[src/rtl/addsub_share_arbiter.sv]
// Round-robin arbiter sharing one external ripple-carry add/sub unit between two requesters.
// Operands are held on the unit for SETTLE_CYCLES, then the result is returned on a response channel.
module addsub_share_arbiter #(
    parameter int WIDTH         = 64,
    parameter int SETTLE_CYCLES = 4
) (
    input  logic             clk,
    input  logic             reset_n,
    input  logic             req0_valid,
    output logic             req0_ready,
    input  logic [WIDTH-1:0] req0_a,
    input  logic [WIDTH-1:0] req0_b,
    input  logic             req0_sub,
    input  logic             req1_valid,
    output logic             req1_ready,
    input  logic [WIDTH-1:0] req1_a,
    input  logic [WIDTH-1:0] req1_b,
    input  logic             req1_sub,
    output logic [WIDTH-1:0] au_a,
    output logic [WIDTH-1:0] au_b,
    output logic             au_carryIn,
    input  logic [WIDTH-1:0] au_result,
    input  logic             au_carryOut,
    input  logic             au_overflow,
    output logic             rsp_valid,
    input  logic             rsp_ready,
    output logic             rsp_id,
    output logic [WIDTH-1:0] rsp_result,
    output logic             rsp_carry,
    output logic             rsp_overflow,
    output logic [1:0]       dbgState
);

    // Handshake rule for every channel: a transfer happens on a rising edge where
    // valid && ready; the source holds valid and payload stable until that edge.

    localparam int CW = (SETTLE_CYCLES > 1) ? $clog2(SETTLE_CYCLES) : 1;

    typedef enum logic [1:0] {
        IDLE   = 2'd0,
        SETTLE = 2'd1,
        RESP   = 2'd2
    } stateT;

    stateT         state;
    stateT         nextState;
    logic [CW-1:0] settleCnt;
    logic          lastGrant;
    logic          curId;
    logic          anyReq;
    logic          grantId;
    logic          accept;

    assign dbgState = state;

    always_comb begin
        anyReq     = req0_valid | req1_valid;
        // Tie goes to the requester not served last; otherwise the sole requester wins.
        grantId    = (req0_valid && req1_valid) ? ~lastGrant : req1_valid;
        nextState  = state;
        req0_ready = 1'b0;
        req1_ready = 1'b0;
        accept     = 1'b0;
        case (state)
            IDLE: begin
                if (anyReq) begin
                    accept     = 1'b1;
                    req0_ready = ~grantId;
                    req1_ready = grantId;
                    nextState  = SETTLE;
                end
            end
            SETTLE: begin
                if (settleCnt == '0) nextState = RESP;
            end
            RESP: begin
                if (rsp_ready) nextState = IDLE;
            end
            default: nextState = IDLE;
        endcase
    end

    always_ff @(posedge clk or negedge reset_n) begin
        if (!reset_n) state <= IDLE;
        else          state <= nextState;
    end

    always_ff @(posedge clk or negedge reset_n) begin
        if (!reset_n) begin
            settleCnt    <= '0;
            lastGrant    <= 1'b1;
            curId        <= 1'b0;
            au_a         <= '0;
            au_b         <= '0;
            au_carryIn   <= 1'b0;
            rsp_valid    <= 1'b0;
            rsp_id       <= 1'b0;
            rsp_result   <= '0;
            rsp_carry    <= 1'b0;
            rsp_overflow <= 1'b0;
        end else begin
            case (state)
                IDLE: begin
                    if (accept) begin
                        au_a       <= grantId ? req1_a   : req0_a;
                        au_b       <= grantId ? req1_b   : req0_b;
                        au_carryIn <= grantId ? req1_sub : req0_sub;
                        lastGrant  <= grantId;
                        curId      <= grantId;
                        settleCnt  <= CW'(SETTLE_CYCLES - 1);
                    end
                end
                SETTLE: begin
                    // The ripple has had SETTLE_CYCLES edges to resolve when the count hits zero.
                    if (settleCnt == '0) begin
                        rsp_valid    <= 1'b1;
                        rsp_id       <= curId;
                        rsp_result   <= au_result;
                        rsp_carry    <= au_carryOut;
                        rsp_overflow <= au_overflow;
                    end else begin
                        settleCnt <= settleCnt - CW'(1);
                    end
                end
                RESP: begin
                    if (rsp_ready) rsp_valid <= 1'b0;
                end
                default: ;
            endcase
        end
    end

endmodule

[config.mk]
export PLATFORM = sky130hd
export DESIGN_NAME = addsub_share_arbiter
export DESIGN_NICKNAME = d
export VERILOG_FILES = /design/src/rtl/addsub_share_arbiter.sv
export SDC_FILE = /design/constraint.sdc
export NUM_CORES = 1
export LEC_CHECK = 0
export ABC_AREA = 1
export BUFFER_PORTS_ARGS = -buffer_cell sky130_fd_sc_hd__clkbuf_2
export CAP_MARGIN = 0
export CORE_AREA = 3 3 205 207
export DETAILED_ROUTE_END_ITERATION = 10
export DIE_AREA = 0 0 208 210
export HOLD_SLACK_MARGIN = 0.02
export SLEW_MARGIN = 20
export SYNTH_ARGS = -nofsm -noshare
export SYNTH_HDL_FRONTEND = slang
export SYNTH_SLANG_ARGS = --single-unit
[constraint.sdc]
create_clock -name clk -period 1.52 [get_ports clk]
set_clock_uncertainty 0.1 [all_clocks]
set_input_delay 0.076 -clock clk [delete_from_list [all_inputs] [get_ports clk]]
set_output_delay 0.076 -clock clk [all_outputs]
set_load 0.02 [all_outputs]
==> results of run 1 <==
-- layout make-up --
class,instances,area (sq um),share of cell area (%)
Antenna cell,7,17.5,0.0905
Clock buffer,38,774,4.00
Clock inverter,4,47.5,0.246
Inverter,38,143,0.737
Multi-Input combinational cell,972,5070,26.2
Sequential cell,203,5080,26.3
Tap cell,532,666,3.44
Timing Repair Buffer,957,7550,39.0
-- worst min-delay path by stage --
stage	start	end	slack [ns]
5_1_grt	req0_valid	lastGrant$_DFFE_PN1P_	-0.06
2_1_floorplan	reset_n	au_a[0]$_DFFE_PN0P_	-0.32
4_1_cts	req0_valid	lastGrant$_DFFE_PN1P_	-0.09
3_3_place_gp	reset_n	rsp_result[42]$_DFFE_PN0P_	-0.12
3_5_place_dp	reset_n	rsp_result[25]$_DFFE_PN0P_	-0.12
6_report	req0_valid	lastGrant$_DFFE_PN1P_	-0.08
-- placed cells by master, fill, tap and decap left out, types with 2 or more instances in the layout --
| cell type | synthesis | layout |
|---|---|---|
| buf_12 | 0 | 27 |
| buf_16 | 0 | 11 |
| buf_4 | 9 | 38 |
| buf_6 | 1 | 3 |
| buf_8 | 0 | 12 |
| clkbuf_1 | 33 | 3 |
| clkbuf_16 | 0 | 36 |
| clkbuf_2 | 1 | 525 |
| clkbuf_8 | 0 | 12 |
| clkinv_2 | 0 | 2 |
| dfrtp_1 | 202 | 202 |
| diode_2 | 0 | 7 |
| dlygate4sd3_1 | 0 | 327 |
| inv_1 | 36 | 36 |
| inv_2 | 2 | 2 |
| nand2_1 | 731 | 563 |
| nand2_2 | 1 | 94 |
| nand2_4 | 0 | 72 |
| nand2_8 | 0 | 3 |
| nand3_1 | 198 | 170 |
| nand3_2 | 0 | 25 |
| nand3_4 | 0 | 3 |
| nand3b_1 | 31 | 31 |
| nor2_2 | 1 | 2 |
| nor2_4 | 1 | 2 |
| o21ai_0 | 2 | 2 |
-- report_power, final --
part | total [W] | switching, W | internal [W]
sequential | 0.00983 | 0.00172 | 0.00811
combinational | 0.0188 | 0.0117 | 0.00709
clock | 0.00590 | 0.00227 | 0.00363
-- worst max-delay path, cell delays in order, from the launching register on --
cell     delay [ns]
dfstp_2        0.58
nand2_8        0.09
buf_16         0.14
a21oi_4        0.17
buf_8          0.14
-- state kept, by name, summed over array words and instances (netlist names) --
| name | count |
|---|---|
| settleCnt | 2 |
| lastGrant | 1 |
| curId | 1 |
| rsp_id | 1 |
| rsp_carry | 1 |
| rsp_overflow | 1 |
| rsp_valid | 1 |
| rsp_result | 64 |
| au_carryIn | 1 |
| au_b | 64 |
| dbgState | 2 |
| au_a | 64 |
-- through the flow --
step           cell area (sq um)  worst slack (ns)  TNS [ns]  std cells  total power (W)
2_1_floorplan               9730            0.0572         0       1306           0.0184
3_3_place_gp               13400           -0.0190   -0.0190       2339           0.0248
3_5_place_dp               13400           -0.0324   -0.0324       2339           0.0250
4_1_cts                    18000            -0.357    -12.31       2725           0.0324
5_1_grt                    19300            -0.343    -18.91       2748           0.0366
6_report                   19400            -0.288    -12.21       2751           0.0346
-- timing repair --
action | CTS | global route
setup endpoints to repair | 7 | 150
resized for setup | 49 | 281
endpoints found under the hold margin | 401 | 3
cloned | 7 | 13
pin swaps | 7 | 91
setup buffers | 9 | 8
-- cells by family after synthesis --
logic type      after synthesis
buf+inv                     131
flops                       203
fa+ha+maj                     1
compound gates                5
simple gates                966
-- layer usage --
layer | global-route usage (%) | share of wire, % | up-vias
li1 | - | - | 5868
met1 | 23.2 | 36 | 6186
met2 | 33.7 | 47 | 1025
met3 | 5.21 | 9.7 | 280
met4 | 12.3 | 7.2 | 2
met5 | 0 | 0.025 | -
==> flow_metrics.env, run 1 <==
export IMPL_status="complete, but fails checks"
export IMPL_violations="hold timing, setup timing"
export IMPL_firstDrtPassIters=7
export IMPL_hold_viol=3
export IMPL_critical_path_required_ns=1.34
export IMPL_max_clock_freq_mhz=553
export IMPL_nFillCells=3514
export IMPL_die_y_microns=210
export IMPL_synth_fa_ha_area_share_pct=0.129
export IMPL_io_buffers=529
export IMPL_yosys_area_top_type_share_pct=52.0
export IMPL_drt_iter0_markers=1337
export IMPL_vias=13400
export IMPL_synth_most_common_cell="nand2_1"
export IMPL_timing_rr_end="au_a[8]$_DFFE_PN0P_"
export IMPL_row_count=74
export IMPL_setup_ws_ns=-0.288
export IMPL_clk_insertion_delay_late_ns=0.52
export IMPL_crit_type="reg -> out"
export IMPL_via_per_inst=4.86
export IMPL_grt_overflow_total=0
export IMPL_relSlewSlack_pct=54.4
export IMPL_drtAntennaViolNets=0
export IMPL_synthesis_area_sq_um=9730
export IMPL_yosys_warnings=0
export IMPL_die_w_microns=208
export IMPL_synthTopCellsByArea="dfrtp_1, nand2_1, nand3_1"
export IMPL_htree_num_levels=1
export IMPL_r2r_cells=8
export IMPL_ys_flop_type="dfrtp_1"
export IMPL_ys_ff_latch=203
export IMPL_routed_wl_microns=52900
export IMPL_dp_hpwl_microns=28000
export IMPL_hold_path_class="in -> reg"
export IMPL_synthDistinctLibCells=22
export IMPL_synth_nets=1636
export IMPL_cts_tree="done"
export IMPL_async_flop_share_pct=100
export IMPL_holdWs_ns=-0.0799
export IMPL_drive_gt1_share_pct=39.6
export IMPL_utilization_pct=47.7
export IMPL_yosys_area_top_type="dfrtp_1"
export IMPL_gp_congestion=0.936
export IMPL_track_usage_pct=20.1
export IMPL_core_area_sq_um=40600
export IMPL_cts_buffers=24
export IMPL_clock_root_buffer="clkbuf_16"
export IMPL_synth_mux_area_share_pct=0
export IMPL_finalSetupViolations=129
export IMPL_arrival_ns=1.63
export IMPL_reg2reg_from="lastGrant$_DFFE_PN1P_"
export IMPL_synth_seq_area_share_pct=52.2
export IMPL_antenna_found_initial=5
export IMPL_cap_viol_max_count=0
export IMPL_synth_top_family_by_area="simple AND/OR/NAND/NOR gates"
export IMPL_crit_path_end="req0_ready"
export IMPL_whs_path_depth=4
export IMPL_syn2layout_area_growth_pct=99.0
export IMPL_tightest_slew_ns=0.684
export IMPL_reg2reg_slack_ns=-0.19
export IMPL_fp_dieArea_sq_um=43700
export IMPL_synth_compound_area_share_pct=0.399
export IMPL_endpoint_kind="output pin"
export IMPL_grt_pass1_vias=13200
export IMPL_worstSetupStartpointType="flop"
export IMPL_rsz0062_at_grt="yes"
export IMPL_p_leak_nw=10.6
export IMPL_irDropWorstVdd_mv=1.36
export IMPL_io_pins=530
export IMPL_yosys_area_share_simple_pct=41.2
export IMPL_power_density_nw_per_um2=1790
export IMPL_final_max_slew_viol_count=0
export IMPL_post_drt_wl_per_cell_microns=19.2
export IMPL_avgSynthCellArea_sq_um=7.45
export IMPL_period_share_pct=119
export IMPL_synthXorXnorAreaFrac_pct=0
export IMPL_fin_crit_ns=1.81
export IMPL_start_util_pct=24.0
export IMPL_postSynthCellCount=1306
export IMPL_grt_pass1_wl_microns=71500
export IMPL_remaining_drc_errors=0
export IMPL_hold_buffers=328
export IMPL_grt_max_degree=110
export IMPL_cts_sinks=203
export IMPL_clk_pin_slew_ns=0.05
export IMPL_cts_buffer_depth=3
export IMPL_fin_nets=2526
export IMPL_synth_edff_count=0
export IMPL_startpoint="lastGrant$_DFFE_PN1P_"
export IMPL_crit_fanout=4
export IMPL_synthTopCellsByCount="nand2_1, dfrtp_1, nand3_1, buf_2, inv_1"
(Power assumes the default switching activity.)
==> inputs of run 2 (changes only) <==
RECOVER_POWER = 50   (was default)
==> run 2 against run 1 <==
Net effect:
- worst setup slack got worse by 0.0038 ns
- global-route usage did not move
- total power fell by 1.1%
- the run still ends with hold timing, setup timing left
- largest cell class unchanged
- sequential power barely moved
- critical path depth did not move
- register-to-register slack barely moved
- combinational power barely moved
- core utilization fell by 0.40 points
- first-iteration DRC count rose by 3.7%
- final area fell by 0.84%
- hold slack improved by 0.0038 ns
==> flow_metrics.env, run 2 (synthesized netlist as in run 1, its figures left out) <==
export IMPL_path_cells="nand2_8 > buf_16 > a21oi_4 > buf_8"
export IMPL_finalSetupViolations=198
export IMPL_routed_wl_microns=52600
export IMPL_drive_gt1_share_pct=35.1
export IMPL_fp_dieArea_sq_um=43700
export IMPL_remaining_drc_errors=0
export IMPL_grt_overflow_total=0
export IMPL_die_w_microns=208
export IMPL_cp_top_family="flip-flops"
export IMPL_crit_path_max_incr_delay_ns=0.58
export IMPL_drt_iter0_markers=1386
export IMPL_internal_power_w=0.0185
export IMPL_die_y_microns=210
export IMPL_cts_tree="done"
export IMPL_cts_sinks=203
export IMPL_worstSetupStartpointType="flop"
export IMPL_crit_fanout=4
export IMPL_p_leak_nw=10.3
export IMPL_clock_root_buffer="clkbuf_16"
export IMPL_tightest_slew_ns=0.885
export IMPL_arrival_ns=1.64
export IMPL_gp_congestion=0.936
export IMPL_violations="hold timing, setup timing"
export IMPL_clk_insertion_delay_late_ns=0.52
export IMPL_io_buffers=529
export IMPL_switching_share_pct=45.9
export IMPL_track_usage_pct=20.1
export IMPL_hold_buffers=328
export IMPL_antenna_found_initial=5
export IMPL_vias=13400
export IMPL_max_clock_freq_mhz=552
export IMPL_final_max_slew_viol_count=0
export IMPL_hold_path_class="in -> reg"
export IMPL_pwr_share_seq_pct=28.7
export IMPL_final_common_cell="nand2_1"
export IMPL_status="complete, but fails checks"
export IMPL_start_util_pct=24.0
export IMPL_power_density_nw_per_um2=1780
export IMPL_crit_buf_inv=2
export IMPL_cts_buffer_depth=3
export IMPL_place_inst=2339
export IMPL_endpoint_kind="output pin"
export IMPL_dp_hpwl_microns=28000
export IMPL_cts_buffers=24
export IMPL_core_area_sq_um=40600
export IMPL_row_count=74
export IMPL_relSlewSlack_pct=41.0
export IMPL_grt_max_degree=110
export IMPL_final_cell_mix="nand2_1, clkbuf_2, dlygate4sd3_1"
export IMPL_final_cells=2751
export IMPL_power_switching_w=0.0157
export IMPL_holdWs_ns=-0.0761
export IMPL_setup_ws_ns=-0.291
export IMPL_syn2layout_area_growth_pct=97.3
export IMPL_hold_viol=3
export IMPL_irDropWorstVdd_mv=1.31
export IMPL_rsz0062_at_grt="yes"
export IMPL_cp_slowest_cell="dfstp_2"
export IMPL_io_pins=530
export IMPL_fin_nets=2526
export IMPL_top_regs="au_a: 64 flops, au_b: 64 flops, rsp_result: 64 flops"
export IMPL_utilization_pct=47.3
export IMPL_period_share_pct=119
export IMPL_post_drt_wl_per_cell_microns=19.1
export IMPL_cap_viol_max_count=0
export IMPL_drtAntennaViolNets=0
export IMPL_fin_crit_ns=1.81
export IMPL_htree_num_levels=1
export IMPL_comb_power_share_pct=54.1
export IMPL_grt_pass1_wl_microns=71500
export IMPL_firstDrtPassIters=8
export IMPL_clk_pin_slew_ns=0.05
export IMPL_crit_type="reg -> out"
export IMPL_critical_path_required_ns=1.34
export IMPL_grt_pass1_vias=13200
export IMPL_power_w=0.0342
export IMPL_via_per_inst=4.86
export IMPL_power_share_clock_pct=17.2
==> run 2: cell count changes in the layout (fill, tap and decap cells not counted) <==
cell / previous run / this run
buf_4: 38 / 37
clkbuf_8: 12 / 11
buf_2: 1 / 0
clkbuf_1: 3 / 102
buf_12: 27 / 25
clkbuf_4: 0 / 1
clkbuf_2: 525 / 430
==> run 2: cell type report <==
| cell class | instances | area, sq um |
|---|---|---|
| Sequential cell | 203 | 5080 |
| Tap cell | 532 | 666 |
| Clock buffer | 38 | 774 |
| Clock inverter | 4 | 47.5 |
| Antenna cell | 7 | 17.5 |
| Fill cell | 3577 | 21400 |
| Inverter | 38 | 143 |
| Multi-Input combinational cell | 972 | 5070 |
| Timing Repair Buffer | 957 | 7390 |
==> run 2: path summary, 6_finish.rpt <==
kind	depth (start not counted)	from	slack (ns)	to
min in group asynchronous	3	reset_n	0.35	rsp_result[54]$_DFFE_PN0P_
max reg2reg	8	lastGrant$_DFFE_PN1P_	-0.20	au_a[8]$_DFFE_PN0P_
max	4	lastGrant$_DFFE_PN1P_	-0.29	req0_ready
max in group asynchronous	5	reset_n	-0.12	au_b[24]$_DFFE_PN0P_
min	4	req0_valid	-0.08	lastGrant$_DFFE_PN1P_
min reg2reg	2	rsp_result[14]$_DFFE_PN0P_	0.37	rsp_result[14]$_DFFE_PN0P_
==> run 2: power groups by stage <==
stage	Combinational, W	Clock, W	Sequential (W)
final	0.0185	0.00589	0.00981
after global routing	0.0199	0.00629	0.0101
after CTS	0.0166	0.00604	0.00969
after detailed placement	0.0153	0	0.00968
after global placement	0.0151	0	0.00965
after floorplan	0.00580	0	0.0126
==> run 2: repair_timing <==
item | CTS | global route
hold endpoints to repair | 401 | 3
pin swaps | 7 | 91
endpoints found under the setup margin | 7 | 150
gates cloned | 7 | 13
setup buffers | 9 | 8
gates resized for setup | 49 | 281
==> run 2: worst min-delay path, stage by stage <==
cell      delay, ns
clkbuf_2       0.18
o21ai_4        0.14
nand2_1        0.09
nand2_1        0.04
==> run 2: layer usage <==
metal,vias to the layer above,part of all wire (%),GRT usage [%]
li1,5863,-,-
met1,6194,36,23.2
met2,1021,47,33.7
met3,293,9.4,5.21
met4,2,7.3,12.3
met5,-,0.025,0
==> run 2: stage by stage <==
step                      TNS, ns  setup WS, ns  cell area (sq um)
after global placement    -0.0190       -0.0190              13400
after CTS                  -12.31        -0.357              18000
final                      -18.50        -0.291              19200
after floorplan                 0        0.0572               9730
after global routing       -28.02        -0.343              19200
after detailed placement  -0.0324       -0.0324              13400
==> inputs of run 3 (changes only) <==
PLACE_DENSITY = 0.58   (was default)
==> run 3 against run 2 <==
Net effect:
- the flow finishes with violations (setup timing)
- non-clock buffer count rose by 25
- final area increased by 2.4%
- flip-flop and latch count unchanged
- sequential share of layout area down 0.60 points
- clock power up 3.9%
- wire length grew 8.9%
==> flow_metrics.env, run 3 (synthesized netlist as in run 1, its figures left out) <==
export IMPL_holdWs_ns=0.0167
export IMPL_max_clock_freq_mhz=563
export IMPL_status="complete, but fails checks"
export IMPL_endpoint_kind="output pin"
export IMPL_die_y_microns=210
export IMPL_power_w=0.0370
export IMPL_worstSetupStartpointType="flop"
export IMPL_htree_num_levels=1
export IMPL_power_density_nw_per_um2=1880
export IMPL_reg2reg_slack_ns=-0.17
export IMPL_dp_hpwl_microns=27800
export IMPL_die_w_microns=208
export IMPL_drtAntennaViolNets=0
export IMPL_hold_path_class="in -> reg"
export IMPL_relSlewSlack_pct=54.6
export IMPL_finalSetupViolations=201
export IMPL_top_regs="au_a: 64 flops, au_b: 64 flops, rsp_result: 64 flops"
export IMPL_internal_power_w=0.0199
export IMPL_final_max_slew_viol_count=0
export IMPL_grt_pass1_vias=13100
export IMPL_clk_insertion_delay_late_ns=0.54
export IMPL_drt_iter0_markers=1375
export IMPL_fp_dieArea_sq_um=43700
export IMPL_switching_share_pct=46.2
export IMPL_period_share_pct=117
export IMPL_track_usage_pct=20.9
export IMPL_tightest_slew_ns=0.681
export IMPL_arrival_ns=1.60
export IMPL_cts_buffers=25
export IMPL_reg2reg_from="lastGrant$_DFFE_PN1P_"
export IMPL_via_per_inst=4.89
export IMPL_cap_viol_max_count=0
export IMPL_syn2layout_area_growth_pct=102
export IMPL_crit_path_end="req0_ready"
export IMPL_io_pins=530
export IMPL_power_switching_w=0.0171
export IMPL_pwr_share_seq_pct=26.7
export IMPL_rsz0062_at_grt="yes"
export IMPL_final_common_cell="nand2_1"
export IMPL_routed_wl_microns=57300
export IMPL_comb_power_share_pct=56.7
export IMPL_p_leak_nw=10.4
export IMPL_remaining_drc_errors=0
export IMPL_post_drt_wl_per_cell_microns=20.6
export IMPL_violations="setup timing"
export IMPL_final_cell_mix="nand2_1, clkbuf_2, dlygate4sd3_1"
export IMPL_hold_viol=0
export IMPL_cts_tree="done"
export IMPL_firstDrtPassIters=6
export IMPL_gp_congestion=0.866
export IMPL_grt_max_degree=71
export IMPL_crit_fanout=4
export IMPL_setup_ws_ns=-0.257
export IMPL_final_cells=2783
export IMPL_io_buffers=529
export IMPL_critical_path_required_ns=1.34
export IMPL_grt_overflow_total=0
export IMPL_cts_buffer_depth=3
export IMPL_startpoint="lastGrant$_DFFE_PN1P_"
export IMPL_place_inst=2311
export IMPL_start_util_pct=24.0
export IMPL_grt_pass1_wl_microns=73200
export IMPL_r2r_cells=8
export IMPL_fin_nets=2553
export IMPL_antenna_found_initial=8
export IMPL_vias=13600
export IMPL_power_share_clock_pct=16.6
export IMPL_crit_type="reg -> out"
export IMPL_irDropWorstVdd_mv=1.35
export IMPL_core_area_sq_um=40600
export IMPL_row_count=74
export IMPL_clock_root_buffer="clkbuf_16"
export IMPL_drive_gt1_share_pct=32.1
export IMPL_clk_pin_slew_ns=0.06
export IMPL_cts_sinks=203
export IMPL_timing_rr_end="au_b[25]$_DFFE_PN0P_"
export IMPL_fin_crit_ns=1.78
export IMPL_tns_ns=-18.58
[run 3: cell types whose count changed in the layout (fill, tap and decap cells not counted), moves of 3 or more]
cell and change:
clkbuf_16 +11, buf_4 -14, clkbuf_2 -34, nand2_4 -24
nand3_1 -8, diode_2 +3, buf_8 -4, buf_12 +13
clkbuf_1 +31, buf_16 +4, nand2_2 -39, nand3_2 +9
buf_6 +12, nand2_1 +64
[run 3: cell type report]
class | count | area (sq um)
multi-input cells | 973 | 4830
fillers | 3626 | 20900
clock inverters | 7 | 72.6
diodes | 10 | 25.0
well taps | 532 | 666
clock buffers | 38 | 774
repair buffers | 982 | 8040
flip-flops and latches | 203 | 5080
inverters | 38 | 150
[run 3: power by group through the flow]
stage          combinational (W)  sequential (W)  clock, W
6_report                  0.0210         0.00987   0.00612
5_1_grt                   0.0223          0.0101   0.00648
4_1_cts                   0.0177         0.00966   0.00625
3_5_place_dp              0.0146         0.00968         0
3_3_place_gp              0.0144         0.00963         0
2_1_floorplan            0.00580          0.0126         0
[run 3: worst min-delay path by stage]
| stage | from | to | slack, ns | depth (start not counted) |
|---|---|---|---|---|
| final | req0_valid | au_a[44]$_DFFE_PN0P_ | 0.02 | 5 |
| after global routing | req0_valid | au_a[29]$_DFFE_PN0P_ | 0.02 | 5 |
| after CTS | req0_valid | au_a[31]$_DFFE_PN0P_ | -0.007 | 5 |
| after detailed placement | reset_n | rsp_result[48]$_DFFE_PN0P_ | -0.05 | 1 |
| after global placement | reset_n | rsp_result[48]$_DFFE_PN0P_ | -0.05 | 1 |
| after floorplan | reset_n | au_a[0]$_DFFE_PN0P_ | -0.32 | 0 |
[run 3: metrics by stage]
| stage | instance area, sq um | setup WS, ns | utilization (%) |
|---|---|---|---|
| after floorplan | 9730 | 0.0572 | - |
| after global placement | 13100 | -0.0598 | 32.4 |
| after detailed placement | 13100 | -0.0685 | 32.4 |
| after CTS | 18400 | -0.314 | 45.5 |
| after global routing | 19600 | -0.312 | 48.4 |
| final | 19600 | -0.257 | 48.4 |
[run 3: repair_timing]
item                       in CTS  in global routing
setup endpoints to repair      57                145
hold buffers                  328                  0
setup buffers                  26                 19
hold endpoints to repair      400                  0
cloned                         19                 36
gates resized for setup       108                193
pin swaps                      13                 55
[run 3: metal layers]
layer  up-vias  wire [microns]  track usage (%)
met1      6339           21600             24.7
met3       293            5350             4.91
met5         -               0                0
met2      1039           26700             35.7
met4         0            3640             11.0
li1       5944               -                -
[run 3: critical path: stages, from the launching register on]
cell and delay, ns:
dfstp_2 0.58, nand2_8 0.09, buf_16 0.14, a21oi_4 0.12
buf_8 0.12
